<file path="config.mk">
export PLATFORM = sky130hd
export DESIGN_NAME = fb_pingpong_ctrl
export DESIGN_NICKNAME = d
export VERILOG_FILES = /design/src/rtl/fb_pingpong_ctrl.sv
export SDC_FILE = /design/constraint.sdc
export NUM_CORES = 1
export LEC_CHECK = 0
export ABC_AREA = 1
export CORE_MARGIN = 1
export CORE_UTILIZATION = 40
export CTS_CLUSTER_DIAMETER = 30
export CTS_CLUSTER_SIZE = 14
export DETAILED_ROUTE_END_ITERATION = 8
export GPL_TIMING_DRIVEN = 0
export SLEW_MARGIN = 20
export SYNTH_ARGS = -nofsm -noshare
export SYNTH_HDL_FRONTEND = slang
export SYNTH_SLANG_ARGS = --single-unit
</file>
<file path="constraint.sdc">
create_clock -name p_clk -period 4.5 [get_ports p_clk]
set_input_delay 0.675 -clock p_clk [delete_from_list [all_inputs] [get_ports p_clk]]
set_output_delay 0.675 -clock p_clk [all_outputs]
set_load 0.05 [all_outputs]
</file>
<file path="src/rtl/fb_pingpong_ctrl.sv">
// Ping-pong frame-buffer controller: camera fills one BRAM bank while display reads the other.
// Optional FB_DROP_COUNT_EN adds a saturating count of camera frames dropped while a frame is held.
module fb_pingpong_ctrl #(
    parameter int H_RES  = 640,
    parameter int V_RES  = 480,
    parameter int PIX_W  = 12,
    parameter int ADDR_W = 19
) (
    input  logic              p_clk,
    input  logic              rst,
    input  logic              cam_frame_start,
    input  logic              cam_frame_done,
    input  logic              cam_pixel_valid,
    input  logic [PIX_W-1:0]  cam_pixel_data,
    input  logic              disp_frame_start,
    input  logic              disp_pixel_req,
    output logic              wr_en,
    output logic              wr_bank,
    output logic [ADDR_W-1:0] wr_addr,
    output logic [PIX_W-1:0]  wr_data,
    output logic              rd_bank,
    output logic [ADDR_W-1:0] rd_addr,
    output logic              frame_ready,
`ifdef FB_DROP_COUNT_EN
    output logic [7:0]        drop_count,
`endif
    output logic              short_frame
);

    // state  | meaning
    // W_IDLE | write bank free, waiting for camera frame start
    // W_FILL | capturing pixels into wr_bank
    // W_HOLD | complete frame held in wr_bank, waiting for display frame start to swap
    typedef enum logic [1:0] {
        W_IDLE = 2'd0,
        W_FILL = 2'd1,
        W_HOLD = 2'd2
    } wstate_t;

    localparam logic [ADDR_W-1:0] LAST_PIX = ADDR_W'(H_RES * V_RES - 1);

    wstate_t             state, state_nxt;
    logic [ADDR_W-1:0]   count, count_nxt;
    logic                wr_en_nxt, wr_bank_nxt, rd_bank_nxt;
    logic                frame_ready_nxt, short_frame_nxt;
    logic [ADDR_W-1:0]   wr_addr_nxt, rd_addr_nxt;
    logic [PIX_W-1:0]    wr_data_nxt;

    always_ff @(posedge p_clk) begin
        if (!rst) begin
            state       <= W_IDLE;
            count       <= '0;
            wr_en       <= 1'b0;
            wr_bank     <= 1'b0;
            rd_bank     <= 1'b1;
            wr_addr     <= '0;
            wr_data     <= '0;
            rd_addr     <= '0;
            frame_ready <= 1'b0;
            short_frame <= 1'b0;
        end else begin
            state       <= state_nxt;
            count       <= count_nxt;
            wr_en       <= wr_en_nxt;
            wr_bank     <= wr_bank_nxt;
            rd_bank     <= rd_bank_nxt;
            wr_addr     <= wr_addr_nxt;
            wr_data     <= wr_data_nxt;
            rd_addr     <= rd_addr_nxt;
            frame_ready <= frame_ready_nxt;
            short_frame <= short_frame_nxt;
        end
    end

    always_comb begin
        state_nxt       = state;
        count_nxt       = count;
        wr_en_nxt       = 1'b0;
        wr_bank_nxt     = wr_bank;
        rd_bank_nxt     = rd_bank;
        wr_addr_nxt     = wr_addr;
        wr_data_nxt     = wr_data;
        frame_ready_nxt = frame_ready;
        short_frame_nxt = short_frame;

        case (state)
            W_IDLE: begin
                if (cam_frame_start) begin
                    state_nxt   = W_FILL;
                    count_nxt   = '0;
                    wr_addr_nxt = '0;
                end
            end
            W_FILL: begin
                // A fresh frame start resyncs the capture; its cycle carries no pixel.
                if (cam_frame_start) begin
                    count_nxt = '0;
                end else begin
                    if (cam_pixel_valid) begin
                        wr_en_nxt   = 1'b1;
                        wr_addr_nxt = count;
                        wr_data_nxt = cam_pixel_data;
                        count_nxt   = count + 1'b1;
                        if (count == LAST_PIX) begin
                            state_nxt       = W_HOLD;
                            frame_ready_nxt = 1'b1;
                            short_frame_nxt = 1'b0;
                        end
                    end
                    if (cam_frame_done && !(cam_pixel_valid && count == LAST_PIX)) begin
                        state_nxt       = W_HOLD;
                        frame_ready_nxt = 1'b1;
                        short_frame_nxt = 1'b1;
                    end
                end
            end
            W_HOLD: begin
                if (disp_frame_start) begin
                    state_nxt       = W_IDLE;
                    rd_bank_nxt     = wr_bank;
                    wr_bank_nxt     = ~wr_bank;
                    frame_ready_nxt = 1'b0;
                    short_frame_nxt = 1'b0;
                end
            end
            default: state_nxt = W_IDLE;
        endcase

        rd_addr_nxt = rd_addr;
        if (disp_frame_start)
            rd_addr_nxt = '0;
        else if (disp_pixel_req && rd_addr != LAST_PIX)
            rd_addr_nxt = rd_addr + 1'b1;
    end

`ifdef FB_DROP_COUNT_EN
    // Counts every camera frame start seen while holding, including one that loses to a swap.
    always_ff @(posedge p_clk) begin
        if (!rst)
            drop_count <= '0;
        else if (state == W_HOLD && cam_frame_start && drop_count != 8'hFF)
            drop_count <= drop_count + 8'd1;
    end
`endif

endmodule

</file>
==> flow_summary.ini <==
[run_status]
status = completed

[die]
die_w_um = 97.2
die_y_um = 97.2
dieArea_mm2 = 0.00944
start_util = 0.413
row_count = 34
core_mm2 = 0.00876
io_pins = 74

[sta]
clock.fmax_mhz = 429
grt_setup_unrepaired = no
finalSetupViolCount = 0
skew_ns = 0.0136
max_slew_margin = 0.614
hold_violations = 0
drv_slew = 0
period_share = 0.517
finalSetupTns_ns = 0
final.min_clock_period_ns = 2.33
max_slew.worst_pin.slew_ns = 0.578

[grt]
use_met1 = 0.279
grt_pass1_wl_um = 15400
grt_max_degree = 14
grt_pass1_vias = 3230
gr-total-overflow = 0
grt_usage = 0.200
busiest_layer = met2
met3_usage = 0.0640
use_met2 = 0.300
grt_antenna_before_repair = 0

[finish]
area_growth_pct = 30.2
nNetsFinal = 634
fill_cells = 917
diodes = 0
multiInputGateArea_mm2 = 0.00181
utilization = 0.538
ff_latch_area_mm2 = 0.00152
drive_gt1_frac = 0.0825

[route]
wl_um = 9030
wl_per_cell_um = 12.4
drt-initial-drc-count = 165
ant_nets = 0
drc = 0
first_pass_iters = 5
viasPerCell = 4.79
num_vias = 3475

[pwr]
cellLeakagePower_nw = 1.76
finalPower_w = 0.00169
p_per_area_mw_per_mm2 = 358
irDropWorstVdd_mv = 0.144

[clocking]
clk_path_buf_depth = 2
cts_resized = 0
cts_setup_buffers = 0
ctsHoldBuffers = 0
cts_made_buffers = 9
cts_sinks = 76
cts_tree = built
cts.clk_slew.worst_paths_ns = 0.08
cts_max_level = 3
root_buffer = clkbuf_8
clk-insertion-delay-late_ns = 0.35

[yosys]
ys_async_sr_fraction = 0
synth_nets = 551
synth_area_mm2 = 0.00362
avgSynthCellArea_um2 = 6.84
ys_seq_area_frac = 0.420
synth-main-ff-cell = dfxtp_1
ys_types = 30
synth-edff-count = 0
syn_inst = 530
ys_ff_latch = 76
yosys_warnings = 0

[worst_setup_path]
critPathTopFamily = buffers and inverters
arrival_ns = 1.65
cp-end-kind = primary output
start_kind = flip-flop
max_stage_delay_ns = 0.85
crit_type = flip-flop to primary output
crit_fanout = 6
crit_buf_inv = 1
cp.required_ns = 3.83
crit_path_cell_trace = clkdlybuf4s50_1
slowest_stage = clkdlybuf4s50_1

[hold_path]
hp-class = flip-flop to flip-flop

[placement]
io_buffers = 72
gp_congestion = 0.890
place_hpwl_um = 6870

[flow_run]
drv_cap = 0
-- placed cells by master (no fill, tap or decap), drive strengths merged --
cell / n
a211oi: 1
a21o: 1
a21oi: 53
buf: 13
bufinv: 3
clkbuf: 13
clkdlybuf4s50: 72
clkinv: 1
clkinvlp: 1
dfxtp: 76
ha: 2
inv: 52
nand2: 113
nand3: 24
nand3b: 1
nand4: 6
nor2: 117
nor3: 27
o21ai: 27
or2: 2
xnor2: 7
xor2: 6
-- flip-flops by register name (all words and copies together), names as in the netlist --
register,cells
count,19
rd_addr,19
wr_addr,19
wr_data,12
state,2
frame_ready,1
rd_bank,1
short_frame,1
wr_bank,1
wr_en,1
-- layer usage --
layer	routed length (um)	vias to the layer above
met3	604	5
met1	4550	1528
met5	0	-
li1	-	1854
met4	74	0
met2	3800	88
-- where the power goes --
group	internal (W)	leakage (nW)	switching, W	total [W]
clock network	0.000370	0.117	0.000261	0.000631
logic	0.000112	1.03	0.000220	0.000332
registers	0.000706	0.618	0.0000191	0.000725
-- final timing paths --
| check | start | to | slack (ns) | depth (start not counted) |
|---|---|---|---|---|
| max | rd_addr[0] | rd_addr[0] | 2.17 | 1 |
| min | rd_bank | rd_bank | 0.47 | 1 |
| max reg2reg | rd_addr[0] | rd_addr[7] | 2.75 | 10 |
| min reg2reg | rd_bank | rd_bank | 0.47 | 1 |
-- per-stage QoR --
step	std cells	setup WS [ns]	hold slack, ns	cell area (um^2)
floorplan	530	2.61	0.455	3620
global placement	710	2.03	0.435	4480
detailed placement	710	2.01	0.452	4480
CTS	726	2.16	0.476	4720
global route	726	2.10	0.507	4720
finish	726	2.17	0.466	4720
-- cells by family (layout without fill, tap and decap cells) --
family                     after synthesis  count (layout)  synth area share
adders and majority gates                2               2           0.00690
and+or+nand+nor                        290             290             0.336
xor gates and xnor gates                13              13            0.0314
DFF                                     76              76             0.420
buffers and inverters                   67             155            0.0811
AOI/OAI and AO/OA                       82              82             0.125
-- cells in the mapped netlist (4+ instances only) --
cell type	number	area, um^2
buf_2	8	40.0
nand3_1	24	120
nor3_1	27	135
a21oi_2	9	78.8
nor2_1	112	420
o21ai_0	20	100
a21oi_1	44	220
dfxtp_1	76	1520
inv_2	4	15.0
inv_1	46	173
o21ai_1	6	30.0
nand4_1	6	37.5
xor2_1	6	52.6
xnor2_1	7	61.3
nand2_1	110	413
-- cell type report --
cell class                      instances  area share
Multi-Input combinational cell        387       0.383
Sequential cell                        76       0.322
Timing Repair Buffer                   72       0.153
Inverter                               51      0.0411
Tap cell                              108      0.0286
Clock buffer                           10      0.0270
Clock inverter                          6      0.0236
Buffer                                 16      0.0212
Power figures use the tool's default switching activity.
